<file path="config.mk">
export PLATFORM = sky130hd
export DESIGN_NAME = rst_seq
export DESIGN_NICKNAME = d
export VERILOG_FILES = /design/src/rtl/rst_seq_pkg.sv /design/src/rtl/rst_debounce.sv /design/src/rtl/rst_seq.sv
export SDC_FILE = /design/constraint.sdc
export NUM_CORES = 1
export LEC_CHECK = 0
export BUFFER_PORTS_ARGS = -buffer_cell sky130_fd_sc_hd__buf_2
export CAP_MARGIN = 20
export CORE_MARGIN = 1
export CORE_UTILIZATION = 45
export CTS_CLUSTER_SIZE = 12
export DETAILED_ROUTE_END_ITERATION = 10
export GPL_ROUTABILITY_DRIVEN = 0
export PLACE_DENSITY = 0.62
export SLEW_MARGIN = 20
export SYNTH_ARGS = -nofsm -noshare
export SYNTH_HDL_FRONTEND = slang
export SYNTH_SLANG_ARGS = --single-unit
</file>
<file path="constraint.sdc">
create_clock -name clk_i -period 2.2 [get_ports clk_i]
set_clock_uncertainty 0.2 [all_clocks]
set_input_delay 0.22 -clock clk_i [delete_from_list [all_inputs] [get_ports clk_i]]
set_output_delay 0.22 -clock clk_i [all_outputs]
set_load 0.01 [all_outputs]
</file>
<file path="src/rtl/rst_seq_pkg.sv">
// Shared types and constants for the staged reset sequencer.
package rst_seq_pkg;

  typedef enum logic [1:0] {
    HOLD      = 2'd0,
    WAIT_LOCK = 2'd1,
    RELEASE   = 2'd2,
    RUN       = 2'd3
  } state_e;

  // Bit positions inside the sticky cause register.
  localparam int CausePor = 0;
  localparam int CauseBtn = 1;
  localparam int CausePll = 2;
  localparam int CauseSw  = 3;
  localparam int CauseW   = 4;

  // Largest of three values; sizes the shared sequencing counter.
  function automatic int max3(input int a, input int b, input int c);
    int m;
    m = (a > b) ? a : b;
    return (m > c) ? m : c;
  endfunction

endpackage

</file>
<file path="src/rtl/rst_debounce.sv">
// Button conditioning: 2-flop synchroniser, stability counter, debounced
// level and a single-cycle pulse on the debounced rising edge.
module rst_debounce #(
  parameter int DebounceCycles = 1024
) (
  input  logic clk_i,
  input  logic rst_i,
  input  logic btn_i,
  output logic btn_db,
  output logic btn_evt
);

  localparam int CntW = (DebounceCycles > 1) ? $clog2(DebounceCycles) : 1;
  localparam logic [CntW-1:0] CntLast = CntW'(DebounceCycles - 1);

  logic [1:0]      sync;
  logic [CntW-1:0] cnt;

  // Two-stage synchroniser for the asynchronous button input.
  // NOTE: every flop uses non-blocking assignments so all registers update
  // from pre-edge values, which is what makes the shift chain a real chain.
  always_ff @(posedge clk_i or posedge rst_i) begin
    if (rst_i) sync <= 2'b00;
    else       sync <= {sync[0], btn_i};
  end

  // Count consecutive cycles the synced value differs from the debounced
  // one; adopt it once it has differed for DebounceCycles cycles.
  always_ff @(posedge clk_i or posedge rst_i) begin
    if (rst_i) begin
      cnt     <= '0;
      btn_db  <= 1'b0;
      btn_evt <= 1'b0;
    end else begin
      btn_evt <= 1'b0;
      if (sync[1] == btn_db) begin
        cnt <= '0;
      end else if (cnt == CntLast) begin
        btn_db  <= sync[1];
        btn_evt <= sync[1];
        cnt     <= '0;
      end else begin
        cnt <= cnt + 1'b1;
      end
    end
  end

endmodule

</file>
<file path="src/rtl/rst_seq.sv">
// Staged reset sequencer: holds all domains in reset after any reset event,
// waits for a stable PLL lock, then releases the domains in index order
// with a fixed gap, recording the cause of the last reset.
module rst_seq
  import rst_seq_pkg::*;
#(
  parameter int NumDomains       = 4,
  parameter int HoldCycles       = 256,
  parameter int LockStableCycles = 64,
  parameter int StageGapCycles   = 16,
  parameter int DebounceCycles   = 1024
) (
  input  logic                  clk_i,
  input  logic                  rst_i,
  input  logic                  pll_locked_i,
  input  logic                  btn_i,
  input  logic                  sw_rst_req_i,
  input  logic                  cause_clr_i,
  output logic [NumDomains-1:0] rst_no,
  output logic                  done_o,
  output logic [CauseW-1:0]     cause_o
);

  localparam int CntW = $clog2(max3(HoldCycles, LockStableCycles, StageGapCycles) + 1);
  localparam int IdxW = (NumDomains > 1) ? $clog2(NumDomains) : 1;

  localparam logic [CntW-1:0] HoldLast = CntW'(HoldCycles - 1);
  localparam logic [CntW-1:0] LockLast = CntW'(LockStableCycles - 1);
  localparam logic [CntW-1:0] GapLast  = CntW'(StageGapCycles - 1);
  localparam logic [IdxW-1:0] IdxLast  = IdxW'(NumDomains - 1);

  if (NumDomains < 1 || HoldCycles < 1 || LockStableCycles < 1 ||
      StageGapCycles < 1 || DebounceCycles < 1) begin : g_param_check
    $error("rst_seq: every parameter must be >= 1");
  end

  state_e              state;
  logic [CntW-1:0]     cnt;
  logic [IdxW-1:0]     idx;
  logic [1:0]          lock_sync;
  logic                lock_s;
  logic                btn_db;
  logic                btn_evt;
  logic [CauseW-1:0]   ev_bits;
  logic                abort;

  rst_debounce #(
    .DebounceCycles(DebounceCycles)
  ) u_debounce (
    .clk_i  (clk_i),
    .rst_i  (rst_i),
    .btn_i  (btn_i),
    .btn_db (btn_db),
    .btn_evt(btn_evt)
  );

  // Two-stage synchroniser for the asynchronous PLL lock.
  always_ff @(posedge clk_i or posedge rst_i) begin
    if (rst_i) lock_sync <= 2'b00;
    else       lock_sync <= {lock_sync[0], pll_locked_i};
  end

  assign lock_s = lock_sync[1];

  // Decode this cycle's reset events; lock loss only counts once release
  // has begun.
  // NOTE: every output gets a default first so no path infers a latch.
  always_comb begin
    ev_bits           = '0;
    ev_bits[CauseBtn] = btn_evt;
    ev_bits[CauseSw]  = sw_rst_req_i;
    ev_bits[CausePll] = !lock_s && (state == RELEASE || state == RUN);
    abort             = |ev_bits;
  end

  // Sequencer state machine with registered reset outputs and cause log.
  always_ff @(posedge clk_i or posedge rst_i) begin
    if (rst_i) begin
      state   <= HOLD;
      cnt     <= '0;
      idx     <= '0;
      rst_no  <= '0;
      done_o  <= 1'b0;
      cause_o <= CauseW'(1 << CausePor);
    end else begin
      // A new event bit survives a clear in the same cycle.
      cause_o <= (cause_clr_i ? '0 : cause_o) | ev_bits;

      case (state)
        HOLD: begin
          if (abort) begin
            cnt <= '0;
          end else if (cnt == HoldLast && !btn_db) begin
            state <= WAIT_LOCK;
            cnt   <= '0;
          end else if (cnt != HoldLast) begin
            cnt <= cnt + 1'b1;
          end
        end

        WAIT_LOCK: begin
          if (abort) begin
            state <= HOLD;
            cnt   <= '0;
          end else if (!lock_s) begin
            cnt <= '0;
          end else if (cnt == LockLast) begin
            state <= RELEASE;
            cnt   <= '0;
          end else begin
            cnt <= cnt + 1'b1;
          end
        end

        RELEASE, RUN: begin
          if (abort) begin
            state  <= HOLD;
            cnt    <= '0;
            idx    <= '0;
            rst_no <= '0;
            done_o <= 1'b0;
          end else if (state == RELEASE) begin
            if (cnt == GapLast) begin
              rst_no[idx] <= 1'b1;
              cnt         <= '0;
              idx         <= idx + 1'b1;
              if (idx == IdxLast) begin
                state  <= RUN;
                done_o <= 1'b1;
              end
            end else begin
              cnt <= cnt + 1'b1;
            end
          end
        end

        default: state <= HOLD;
      endcase
    end
  end

endmodule

</file>
==> results of run 1 <==
## sequential cells by signal, indices dropped and copies added, names as in the netlist
register	cells
lock_sync	2
state	2
u_debounce.btn_evt	1
cnt	9
u_debounce.sync	2
u_debounce.btn_db	1
idx	2
u_debounce.cnt	10
rst_no	4
done_o	1
cause_o	4
## what timing repair did
item	CTS	global route
buffers inserted	0	1
hold buffers	5	0
pin swaps	3	4
gates resized for setup	1	4
hold endpoints to repair	42	0
setup endpoints to repair	6	14
## logic make-up (layout without fill, tap and decap cells)
kind of cell / after synthesis / after routing
mux: 2 / 2
xor+xnor: 14 / 14
buf+inv: 13 / 56
simple gates: 68 / 68
flops: 38 / 38
compound gates: 26 / 26
fa+ha+maj: 7 / 7
## path summary, 6_finish.rpt
path / start / end
hold reg to reg: lock_sync[0] / lock_sync[1]
setup / recovery: cnt[0] / cnt[0]
hold / removal: lock_sync[0] / lock_sync[1]
max in group asynchronous: rst_i / cause_o[0]
min in group asynchronous: rst_i / cause_o[3]
setup reg to reg: cnt[0] / cnt[0]
## power groups by stage
stage                     registers (mW)  logic, mW  clock network [mW]
after global routing               0.722     0.0893               0.634
after detailed placement           0.734     0.0720                   0
final                              0.720     0.0798               0.588
after CTS                          0.720     0.0797               0.606
after floorplan                    0.734     0.0399                   0
after global placement             0.733     0.0688                   0
## cell usage in the layout, fill, tap and decap left out, types with 4 or more instances in the layout
cell type,netlist,layout
nand4_1,4,4
ha_1,7,5
dfrtp_1,37,37
inv_1,10,9
buf_4,0,19
clkbuf_8,0,5
a21oi_1,8,8
nand3_1,5,5
xnor2_1,5,5
buf_2,2,14
dlygate4sd3_1,0,5
nor2_1,24,23
nand2_1,14,14
xor2_1,9,9
## worst max-delay path: stages, from the launching register on
cell     delay, ns
dfrtp_1       0.36
ha_2          0.19
buf_4         0.11
or4b_4        0.48
nor2_1        0.19
o32ai_2       0.13
buf_4         0.16
nor3b_1       0.13
a21o_1        0.15
## through the flow
step | std cells | setup slack [ns]
after floorplan | 168 | -0.003433
after global placement | 245 | 0.01290
after detailed placement | 245 | -0.06118
after CTS | 258 | -0.004402
after global routing | 259 | -0.1168
final | 259 | -0.003302
## metal layers
| metal | GRT usage, % | share of wire, % | vias to the layer above |
|---|---|---|---|
| met5 | 0 | 0 | - |
| met4 | 9.444 | 2.1 | 0 |
| met3 | 5.810 | 2.0 | 5 |
| met2 | 32.68 | 54 | 10 |
| met1 | 20.09 | 41 | 658 |
| li1 | - | - | 652 |
## area by class of cell
class | count | area (um2) | share of cell area [%]
Clock buffer | 5 | 68.82 | 3.069
Sequential cell | 38 | 952.2 | 42.47
Inverter | 10 | 37.54 | 1.674
Clock inverter | 3 | 45.04 | 2.009
Timing Repair Buffer | 38 | 262.8 | 11.72
Multi-Input combinational cell | 117 | 815.8 | 36.38
Tap cell | 48 | 60.06 | 2.679
==> summary by stage, run 1 <==
Outcome
The flow ran to the end, but the final reports show violations. The final reports fail on setup timing.

Global route
The first global-routing pass estimated 5.692 mm of wire. The initial antenna violation count was 0. Global routing used 18.68% of the available tracks across all layers.

The number of global-route vias before repair came to 1323. After global routing the overflow that remains totals 0. Entering global routing, the biggest net connects 39 pins.

CTS
The clock-pin slew of the registers on the worst-case setup and hold paths is 0.07 ns. The clock tree from TritonCTS is yes. The clock buffer count from CTS is 5. The later pin in the worst-skew pair is clocked with a latency of 0.29 ns. The clock tree synthesis step divided the H-tree into 2 levels. The maximum number of buffers from clock root to sink is 2. Clock tree synthesis selected as its root buffer the cell clkbuf_8. The tree built by TritonCTS fans out to 38 sinks.

STA
At the pin with the least slew margin, the transition time is 0.4707 ns. Setup total negative slack on the finished layout was measured at -0.003302 ns. Setup violations remaining at the end of the flow were counted as 1. The max-slew violation count was 0. Based on the critical path, the design can be clocked at up to 0.4539 GHz. Setup repair after global routing could not meet its margin everywhere. The smallest setup slack after layout is -0.003302 ns. The worst slew slack as a fraction of its limit is 68.62%. Counting I/O delays and the setup requirement, the final critical path takes 2.203 ns. The count of final hold-check violations is 0.

The worst path uses 100.2% of the clock period. The tightest hold path in the finished design has a slack of 0.1515 ns.

Route
The first detailed-routing pass took 4 iterations. Using the TritonRoute via totals, the vias-per-cell ratio works out to 5.116. Across all layers, the routed design uses 1325 vias. Dividing the detail-routed wire length by the instance count gives 12.99 um. The number of design rule violations left after detail routing is 0.

Summed over all layers, the routed wires come to 3.364 mm. The count of nets left with antenna violations once routing finished came out at 0. The number of DRC markers in iteration 0 is 33.

Power and ir drop
The portion of total power attributed to combinational logic is 5.8%. The peak supply drop is 0.5252 mV. The part of the total power dissipated in sequential elements is 51.9%. The switching share of power is 21.85%. For this design the static power due to leakage is 1.037 nW.

The total power draw is 1.388 mW. The clock network is responsible for 42.3% of the overall power. The total power per unit cell area is 619.1 mW/mm2.

The analysis attributes to net switching a power of 303.2 uW. The internal power of the cells is 1.085 mW.

Layout
At the end of the flow the core is filled with cells to 60.34%. The area overhead of the layout relative to synthesis is 26.29%. The final instance area is 0.002242 mm2. 0 antenna diodes ended up in the layout.

The share of layout cells above drive strength 1 is 26.54%. Counting the fill cells in the layout gives 303. The count of nets after finishing is 223.

Yosys
The post-synthesis instance area is 0.001775 mm2. Yosys attributes the largest share of cell area to dfrtp_1, nor2_1, ha_1. Counting every net in the synthesized netlist gives 181. Sequential elements use 53.63% of the synthesized area.

Of all cell types, the one taking the most synthesized area is dfrtp_1. The number of storage elements in the synthesis netlist is 38. The synthesized area per cell is 10.57 um2. The area share of xor/xnor cells in the synthesized design is 6.906%.

For this run, asynchronously set or reset flops after synthesis account for 100.0%. Summing the areas of all compound-gate instances in the mapped netlist gives 10.29% of the synthesized area. By area, the combinational part of the netlist is dominated by simple AND/OR/NAND/NOR gates. Yosys printed 0 warnings. After synthesis, the most frequently instantiated cells are dfrtp_1, nor2_1, nand2_1. The portion of synthesized area spent on multiplexers is 1.198%.

After synthesis, the largest area contributor takes up 52.15% of total cell area. The most frequent cell after synthesis is dfrtp_1. After Yosys synthesis, and, or, nand and nor cells account for 20.16% of the synthesized area.

The leading register cell type out of synthesis is dfrtp_1. The adder-cell area share of the yosys netlist is 4.933%. The post-synthesis cell count is 168. The post-synthesis cell type count is 40. Counting flops with a built-in enable in the synthesized netlist gives 0.

Placed design
In this run the cell area measured after placement is 0.002057 mm2. During placement, the flow inserted port buffers numbering 14. Detailed placement finished with a half-perimeter wire length of 2.332 mm.

Floorplanning
The die covers 0.004200 mm2. The die boundary height is 64.81 um. The I/O pin count is 15. The initial utilization of the core area, before any placement, comes to 47.78%. The total area inside the core boundary comes to 0.003716 mm2. The floorplan has 22 rows. The die is 64.81 um wide.

Worst setup path
The arrival time at the worst endpoint is 2.18 ns. For the worst setup path, the data required time is 2.18 ns. STA classifies the critical path endpoint as a register. Setup slack on the worst reg-to-reg path comes out at -0.003 ns. The path depth of the worst reg2reg path is 8. The worst setup path is launched from a register. The largest fanout on the critical path is 3. The setup path with the least slack is of type reg2reg.

Hold path
The worst hold-check path type is reg2reg. The number of cells traversed by the worst hold path is 0.

Run
The tool flagged a number of max-cap violations equal to 0.
Note: power is estimated with default switching activity, not from simulation.
==> inputs of run 2 (changes only) <==
--- a/config.mk
+++ b/config.mk
@@ -5,6 +5,7 @@
 export SDC_FILE = /design/constraint.sdc
 export NUM_CORES = 1
 export LEC_CHECK = 0
+export ABC_AREA = 1
 export BUFFER_PORTS_ARGS = -buffer_cell sky130_fd_sc_hd__buf_2
 export CAP_MARGIN = 20
 export CORE_MARGIN = 1
==> summary by stage, run 2 <==
Layout
Top flop regs: u_debounce.cnt (10), cnt (9) (unchanged). The most flop-heavy register is u_debounce.cnt (unchanged). The share of layout cells above drive strength 1 was 23.08% (was 26.54%). Commonest cells after routing, fill and taps aside: nand2_1, dfrtp_1, inv_1, nor2_1, nand3_1 (was dfrtp_1, nor2_1, buf_4, nand2_1, buf_2).

The flip-flop count of the largest register after layout is 10 (unchanged). The commonest non-fill, non-tap cell in the layout is nand2_1 (was dfrtp_1). The count of nets after finishing is 285 (was 223). The filler-free cell count of the finished design is 323 (was 259). The count of inserted antenna diode cells is 0 (unchanged). The area overhead of the layout relative to synthesis is 23.54% (was 26.29%).

Power and ir drop
The clock network fraction of total power is 42.8% (was 42.3%). The switching share of power is 20.28% (was 21.85%). The internal power of the cells came to 1.112 mW (was 1.085 mW).

The part of the total power dissipated in sequential elements is 51.8% (was 51.9%). The total power draw came to 1.395 mW (was 1.388 mW). The switching power is 282.9 uW (was 303.2 uW).

The peak supply drop is 0.4041 mV (was 0.5252 mV). The total power per unit cell area came to 585.2 mW/mm2 (was 619.1 mW/mm2). The static leakage is 1.213 nW (was 1.037 nW). The portion of total power attributed to combinational logic came to 5.4% (was 5.8%).

Floorplanning
The placeable core area is 0.004058 mm2 (was 0.003716 mm2). The number of placement rows came to 23 (was 22). The die boundary height came to 67.48 um (was 64.81 um). The overall die area is 0.004554 mm2 (was 0.004200 mm2). The I/O pin count came to 15 (unchanged). The width of the die is 67.48 um (was 64.81 um). The initial core utilization is 47.55% (was 47.78%).

Worst setup path
The setup slack on the worst flop-to-flop path was 0.006 ns (was -0.003 ns). The worst path buffer plus inverter count came to 3 (was 2). The largest stage delay on the critical path is 0.37 ns (was 0.48 ns). The largest fanout on the critical path is 4 (was 3).

The cell with the biggest individual delay on the critical path is dfrtp_1 (was or4b_4). The data required time of the worst path is 2.18 ns (about the same). The cell family contributing the most delay on the critical path is simple AND/OR/NAND/NOR gates (unchanged).

Sequence of cells on the critical path: ha_2, nand3_4, nor2_4, inv_2, nor3_2, ha_2, nand2_4, inv_2, nor2_2, nand2_2, nand2_2, buf_4, nand2_1, nand2_1 (was ha_2, buf_4, or4b_4, nor2_1, o32ai_2, buf_4, nor3b_1, a21o_1). The type of the worst setup path is reg2reg (unchanged). The endpoint kind of the worst setup timing path is a register (unchanged). The critical register-to-register path endpoint is cnt[2] (was cnt[0]).

The arrival time at the worst endpoint is 2.17 ns (was 2.18 ns). The start of the worst register-to-register path is cnt[1] (was cnt[0]). The path depth of the worst reg2reg path is 14 (was 8). The sort of element at the start of the critical path is a register (unchanged).

STA
The count of final hold-check violations came to 0 (unchanged). Unrepaired setup endpoints after global routing: true (unchanged). The worst slew slack as a fraction of its limit is 68.70% (was 68.62%). The final period demand of the worst path came to 2.194 ns (was 2.203 ns). The total of endpoints with negative setup slack in the final report is 0 (was 1). The max-slew violation count is 0 (unchanged). The post-route fraction of the period consumed by the critical path came to 99.71% (was 100.2%). The worst-margin pin slew is 0.4695 ns (was 0.4707 ns). The fmax is 0.4558 GHz (was 0.4539 GHz). The sum of negative setup slack is 0 ns (was -0.003302 ns).

Hold path
The worst hold-check path type is reg2reg (unchanged). The number of cells traversed by the worst hold path is 0 (unchanged). The launch point of the worst hold path was lock_sync[0] (unchanged). The end point of the most critical hold path is lock_sync[1] (unchanged).

Route
The number of DRC markers in iteration 0 is 69 (was 33). The per-cell via count in the routed design is 4.957 (was 5.116). The routed via count came to 1601 (was 1325). The total wire length is 3.577 mm (was 3.364 mm). The number of design rule violations left after detail routing is 0 (unchanged). The average wire per cell in the routed design is 11.07 um (was 12.99 um).

The post-detailed-route count of antenna-violating nets is 0 (unchanged). The first-pass detailed-route iteration total is 4 (unchanged).

Yosys
The number of storage elements in the synthesis netlist is 38 (unchanged). The cell type with the largest total area after synthesis was dfrtp_1 (unchanged). Commonest cells in the synthesized netlist: nand2_1, dfrtp_1, nor2_1 (was dfrtp_1, nor2_1, nand2_1). The post-synthesis cell count came to 232 (was 168).

The count of yosys warnings during synthesis came to 0 (unchanged). The post-synthesis instance area is 0.001929 mm2 (was 0.001775 mm2). The most frequent cell after synthesis is nand2_1 (was dfrtp_1). The total nets after synthesis was 245 (was 181). The synthesized area per cell is 8.316 um2 (was 10.57 um2). The post-synthesis cell type count came to 25 (was 40). The fraction of registers with async set or reset after synthesis is 100.0% (unchanged). The number of enable-type register cells in the synthesized netlist is 0 (unchanged).

The leading register cell type out of synthesis is dfrtp_1 (unchanged). The share of the synthesized area in the top cell type came to 47.99% (was 52.15%). The share of synthesized area occupied by flip-flops and latches is 49.35% (was 53.63%).

Cell types with the largest area share after synthesis: dfrtp_1, nand2_1, nor2_1 (was dfrtp_1, nor2_1, ha_1).

Global route
The initial antenna violation count is 0 (unchanged). The global-route usage over all layers is 17.33% (was 18.68%). The number of global-route vias before repair was 1371 (was 1323). The largest net degree at the start of global routing is 39 (unchanged). The wire length of the first global-routing pass was 5.920 mm (was 5.692 mm). The final global-route overflow total is 0 (unchanged).

Outcome
Result of the run: complete, no violations (was finished, violations left).

Run
The number of maximum-capacitance violations was 0 (unchanged).

CTS
The root buffer cell was clkbuf_8 (unchanged). The worst-skew pair later-pin latency was 0.28 ns (was 0.29 ns). The maximum number of buffers from clock root to sink is 2 (unchanged). The clock sink total is 38 (unchanged). The clock buffer count from CTS is 5 (unchanged). The clock tree from TritonCTS is yes (unchanged). The clock-pin slew of the registers on the worst-case setup and hold paths was 0.07 ns (about the same). The maximum level of the CTS H-tree was 2 (unchanged).

Placed design
The cell count after placement is 303 (was 245). The count of input and output buffers is 14 (unchanged). The placed wire-length estimate after detailed placement was 2.484 mm (was 2.332 mm).
==> run 2: routing by layer <==
| metal | GRT usage, % | up-vias | share of wire [%] |
|---|---|---|---|
| met5 | 0 | - | 0 |
| met1 | 24.50 | 728 | 53 |
| met2 | 25.87 | 42 | 42 |
| met3 | 4.223 | 10 | 3.7 |
| li1 | - | 821 | - |
| met4 | 5.319 | 0 | 1.2 |
==> run 2: final cells by class <==
class	count	area, um2
clock buffers	7	86.33
well taps	50	62.56
multi-input cells	162	907.1
inverters	32	120.1
clock inverters	1	30.03
repair buffers	33	225.2
fillers	362	1674
flip-flops and latches	38	952.2
==> run 2: cell families (layout without fill, tap and decap cells) <==
| logic type | Yosys count | after routing | synth area share (%) |
|---|---|---|---|
| compound gates | 22 | 22 | 6.550 |
| simple gates | 127 | 128 | 30.48 |
| fa+ha+maj | 7 | 7 | 4.539 |
| xor+xnor | 5 | 5 | 2.270 |
| buf+inv | 33 | 73 | 6.810 |
| flops | 38 | 38 | 49.35 |
==> run 2: power by group through the flow <==
stage / Sequential (mW) / Clock (mW) / Combinational (mW)
floorplan: 0.735 / 0 / 0.0417
global placement: 0.735 / 0 / 0.0652
detailed placement: 0.736 / 0 / 0.0652
CTS: 0.722 / 0.616 / 0.0728
global route: 0.724 / 0.651 / 0.0860
finish: 0.723 / 0.598 / 0.0747
==> run 2: timing repair <==
item                                   CTS  global route
hold buffers                             5             0
endpoints found under the hold margin   43             0
resized for setup                        3            14
setup endpoints to repair                5            11
setup buffers                            0             6
pin swaps                                0            11
gates cloned                             0             1
==> run 2: worst max-delay path by stage <==
stage / start / to / slack [ns] / cells past startpoint
4_1_cts: cnt[1] / cnt[6] / 0.004 / 14
2_1_floorplan: cnt[0] / cnt[3] / 0.1 / 13
5_1_grt: cnt[1] / cnt[3] / -0.18 / 14
6_report: cnt[1] / cnt[2] / 0.006 / 14
3_3_place_gp: cnt[1] / cnt[6] / 0.02 / 13
3_5_place_dp: cnt[1] / cnt[5] / -0.06 / 13
==> run 2: per-stage QoR <==
step / worst slack, ns / utilization (%) / hold WS (ns) / cell area (um2)
floorplan: 0.09650 / - / 0.05143 / 1929
global placement: 0.02378 / 52.02 / 0.1300 / 2111
detailed placement: -0.05674 / 52.02 / 0.1309 / 2111
CTS: 0.003579 / 56.37 / 0.1522 / 2287
global route: -0.1800 / 58.74 / 0.1583 / 2384
finish: 0.006283 / 58.74 / 0.1515 / 2384
==> inputs of run 3 (changes only) <==
--- a/config.mk
+++ b/config.mk
@@ -17,4 +17,5 @@
 export SLEW_MARGIN = 20
 export SYNTH_ARGS = -nofsm -noshare
 export SYNTH_HDL_FRONTEND = slang
+export SYNTH_HIERARCHICAL = 1
 export SYNTH_SLANG_ARGS = --single-unit
==> constraint.sdc (replaced) <==
create_clock -name clk_i -period 2.2 [get_ports clk_i]
set_clock_uncertainty 0.2 [all_clocks]
set_input_delay 0.11 -clock clk_i [delete_from_list [all_inputs] [get_ports clk_i]]
set_output_delay 0.11 -clock clk_i [all_outputs]
set_load 0.01 [all_outputs]
==> summary by stage, run 3 <==
STA
Unrepaired setup endpoints after global routing: true (unchanged). The total of endpoints with negative setup slack in the final report is 0 (unchanged). The worst-margin pin slew is 0.5355 ns (was 0.4695 ns). The count of final hold-check violations was 0 (unchanged).

The max-slew violation count is 0 (unchanged). The post-route fraction of the period consumed by the critical path was 96.55% (was 99.71%). The final period demand of the worst path is 2.124 ns (was 2.194 ns). The fmax came to 0.4708 GHz (was 0.4558 GHz). The smallest setup slack after layout is 0.07580 ns (was 0.006283 ns).

The worst slew slack as a fraction of its limit is 64.26% (was 68.70%).

Yosys
The count of yosys warnings during synthesis is 6 (was 0). The total nets after synthesis is 273 (was 245). The multiplexer fraction of the synthesized cell area came to 0% (unchanged). The complex-gate fraction of the synthesized area came to 5.461% (was 6.550%). The post-synthesis instance area is 0.002062 mm2 (was 0.001929 mm2).

The most frequent cell after synthesis is nand2_1 (unchanged). The cell type with the largest total area after synthesis is dfrtp_1 (unchanged). The basic-gate share of the synthesized area counting and, or, nand and nor cells is 33.01% (was 30.48%). The area share of xor/xnor cells in the synthesized design is 1.638% (was 2.270%). Cell types with the largest area share after synthesis: dfrtp_1, nand2_1, inv_1 (was dfrtp_1, nand2_1, nor2_1). The synthesized area per cell is 7.931 um2 (was 8.316 um2).

The fraction of registers with async set or reset after synthesis is 100.0% (unchanged). The number of enable-type register cells in the synthesized netlist is 0 (unchanged). The main combinational cell family by area after synthesis is simple AND/OR/NAND/NOR gates (unchanged). The post-synthesis cell type count is 27 (was 25). Commonest cells in the synthesized netlist: nand2_1, inv_1, dfrtp_1 (was nand2_1, dfrtp_1, nor2_1).

The adder-cell area share of the yosys netlist came to 4.248% (was 4.540%). The share of the synthesized area in the top cell type came to 44.90% (was 47.99%). The number of storage elements in the synthesis netlist is 38 (unchanged). The share of synthesized area occupied by flip-flops and latches was 46.18% (was 49.35%). The post-synthesis cell count is 260 (was 232). The leading register cell type out of synthesis was dfrtp_1 (unchanged).

Layout
The commonest non-fill, non-tap cell in the layout is nand2_1 (unchanged). Top flop regs: u_debounce/cnt (10), cnt (9) (was u_debounce.cnt (10), cnt (9)). The flip-flop count of the largest register after layout is 10 (unchanged). Commonest cells after routing, fill and taps aside: nand2_1, inv_1, dfrtp_1, nor2_1, nand3_1 (was nand2_1, dfrtp_1, inv_1, nor2_1, nand3_1). The share of layout cells above drive strength 1 was 23.99% (was 23.08%). The count of inserted antenna diode cells came to 0 (unchanged). The core occupancy in the finished layout is 55.91% (was 58.74%). The most flop-heavy register is u_debounce/cnt (was u_debounce.cnt). The area overhead of the layout relative to synthesis came to 18.87% (was 23.54%).

The count of nets after finishing came to 308 (was 285). The final instance area is 0.002451 mm2 (was 0.002384 mm2).

Route
The post-detailed-route count of antenna-violating nets is 0 (unchanged). The average wire per cell in the routed design is 11.42 um (was 11.07 um). The per-cell via count in the routed design was 4.739 (was 4.957).

The first-pass detailed-route iteration total came to 4 (unchanged). The number of DRC markers in iteration 0 came to 89 (was 69). The total wire length is 3.973 mm (was 3.577 mm). The number of design rule violations left after detail routing was 0 (unchanged). The routed via count is 1649 (was 1601).

CTS
The clock sink total was 38 (unchanged). The worst-skew pair later-pin latency is 0.29 ns (was 0.28 ns). The clock-pin slew of the registers on the worst-case setup and hold paths came to 0.07 ns (about the same). The maximum level of the CTS H-tree came to 2 (unchanged). The maximum number of buffers from clock root to sink was 2 (unchanged).

The clock buffer count from CTS is 5 (unchanged). The root buffer cell is clkbuf_8 (unchanged). The clock tree from TritonCTS is yes (unchanged).

Global route
The final global-route overflow total is 0 (unchanged). The largest net degree at the start of global routing came to 25 (was 39). The number of global-route vias before repair is 1560 (was 1371). The global-route usage over all layers came to 17.65% (was 17.33%).

The initial antenna violation count was 0 (unchanged). The wire length of the first global-routing pass was 6.693 mm (was 5.920 mm).

Hold path
The worst hold-check path type is reg2reg (unchanged).

Worst setup path
The cell repeated most along the worst path is nand2_1. The cell with the biggest individual delay on the critical path was dfrtp_1 (unchanged). The type of the worst setup path is reg2reg (unchanged). The cell family contributing the most delay on the critical path is simple AND/OR/NAND/NOR gates (unchanged). The worst path buffer plus inverter count is 2 (was 3). The sort of element at the start of the critical path is a register (unchanged).

The largest fanout on the critical path came to 6 (was 4). The endpoint kind of the worst setup timing path is a register (unchanged). The largest stage delay on the critical path is 0.38 ns (was 0.37 ns). The data required time of the worst path is 2.22 ns (was 2.18 ns). Sequence of cells on the critical path: nand2_1, inv_2, nand2_4, nor4_4, ha_2, nand2_4, nand3_2, nor2_2, nor2_2, buf_6, nand2_2, nand2_1, nand2_1, nor2_1 (was ha_2, nand3_4, nor2_4, inv_2, nor3_2, ha_2, nand2_4, inv_2, nor2_2, nand2_2, nand2_2, buf_4, nand2_1, nand2_1). The arrival time at the worst endpoint is 2.14 ns (was 2.17 ns).

Power and ir drop
The total power draw is 1.936 mW (was 1.395 mW). The switching power is 660.7 uW (was 282.9 uW). The peak supply drop is 0.4376 mV (was 0.4041 mV). The total power per unit cell area was 789.7 mW/mm2 (was 585.2 mW/mm2). The internal power of the cells is 1.275 mW (was 1.112 mW).

The switching share of power is 34.13% (was 20.28%). The part of the total power dissipated in sequential elements is 46.7% (was 51.8%). The static leakage is 1.267 nW (was 1.213 nW). The clock network fraction of total power is 25.1% (was 42.8%). The portion of total power attributed to combinational logic is 28.2% (was 5.4%).

Placed design
The count of input and output buffers is 14 (unchanged). The post-placement setup slack is 0.003004 ns (was -0.05674 ns). The post-place instance area is 0.002197 mm2 (was 0.002111 mm2). The placed wire-length estimate after detailed placement was 2.757 mm (was 2.484 mm).

Floorplanning
The number of placement rows is 24 (was 23). The I/O pin count is 15 (unchanged). The initial core utilization came to 47.03% (was 47.55%). The width of the die came to 69.69 um (was 67.48 um).

The placeable core area came to 0.004384 mm2 (was 0.004058 mm2). The overall die area is 0.004857 mm2 (was 0.004554 mm2). The die boundary height came to 69.69 um (was 67.48 um).

Run
The number of maximum-capacitance violations is 0 (unchanged).

Outcome
Result of the run: complete, no violations (unchanged).
run 3: routing by layer:
layer / track usage, % / wire (um) / up-vias
met5: 0 / 0 / -
met4: 6.667 / 56 / 0
met3: 4.797 / 113 / 5
met2: 29.34 / 1898 / 22
met1: 21.92 / 1904 / 749
li1: - / - / 873
run 3: kinds of logic after synthesis:
logic type      Yosys count
xor+xnor                  3
buf+inv                  48
simple gates            143
flops                    38
compound gates           21
fa+ha+maj                 7
run 3: final cells by class:
type | instances | area [um2]
Inverter | 46 | 172.7
Tap cell | 52 | 65.06
Multi-Input combinational cell | 174 | 959.7
Fill cell | 391 | 1933
Sequential cell | 38 | 952.2
Clock buffer | 7 | 86.33
Clock inverter | 1 | 5.005
Timing Repair Buffer | 30 | 210.2
run 3: metrics by stage:
step | setup TNS, ns | cells | hold WS [ns]
2_1_floorplan | 0 | 260 | -0.2008
5_1_grt | -0.1702 | 348 | 0.1667
6_report | 0 | 348 | 0.1509
4_1_cts | 0 | 340 | 0.1535
3_5_place_dp | 0 | 327 | -0.01010
3_3_place_gp | 0 | 327 | -0.01843
run 3: repair_timing:
item	in CTS	in global routing
cloned	0	1
hold buffers	5	0
endpoints found under the setup margin	5	11
gates resized for setup	2	12
endpoints found under the hold margin	44	0
setup buffers	0	7
pin swaps	0	9
run 3: final timing paths:
path / from / to / slack [ns] / depth (start not counted)
min in group asynchronous: rst_i / u_debounce/cnt[9] / 0.21 / 3
min: u_debounce/sync[0] / u_debounce/sync[1] / 0.15 / 0
min reg2reg: u_debounce/sync[0] / u_debounce/sync[1] / 0.15 / 0
max: cnt[3] / cnt[4] / 0.08 / 14
max reg2reg: cnt[3] / cnt[4] / 0.08 / 14
max in group asynchronous: rst_i / u_debounce/cnt[2] / 1.23 / 3
run 3: power groups by stage:
stage	logic (mW)	registers (mW)	clock network (mW)
2_1_floorplan	0.392	0.909	0
3_3_place_gp	0.504	0.915	0
3_5_place_dp	0.504	0.921	0
4_1_cts	0.513	0.908	0.508
5_1_grt	0.633	0.919	0.538
6_report	0.546	0.904	0.486
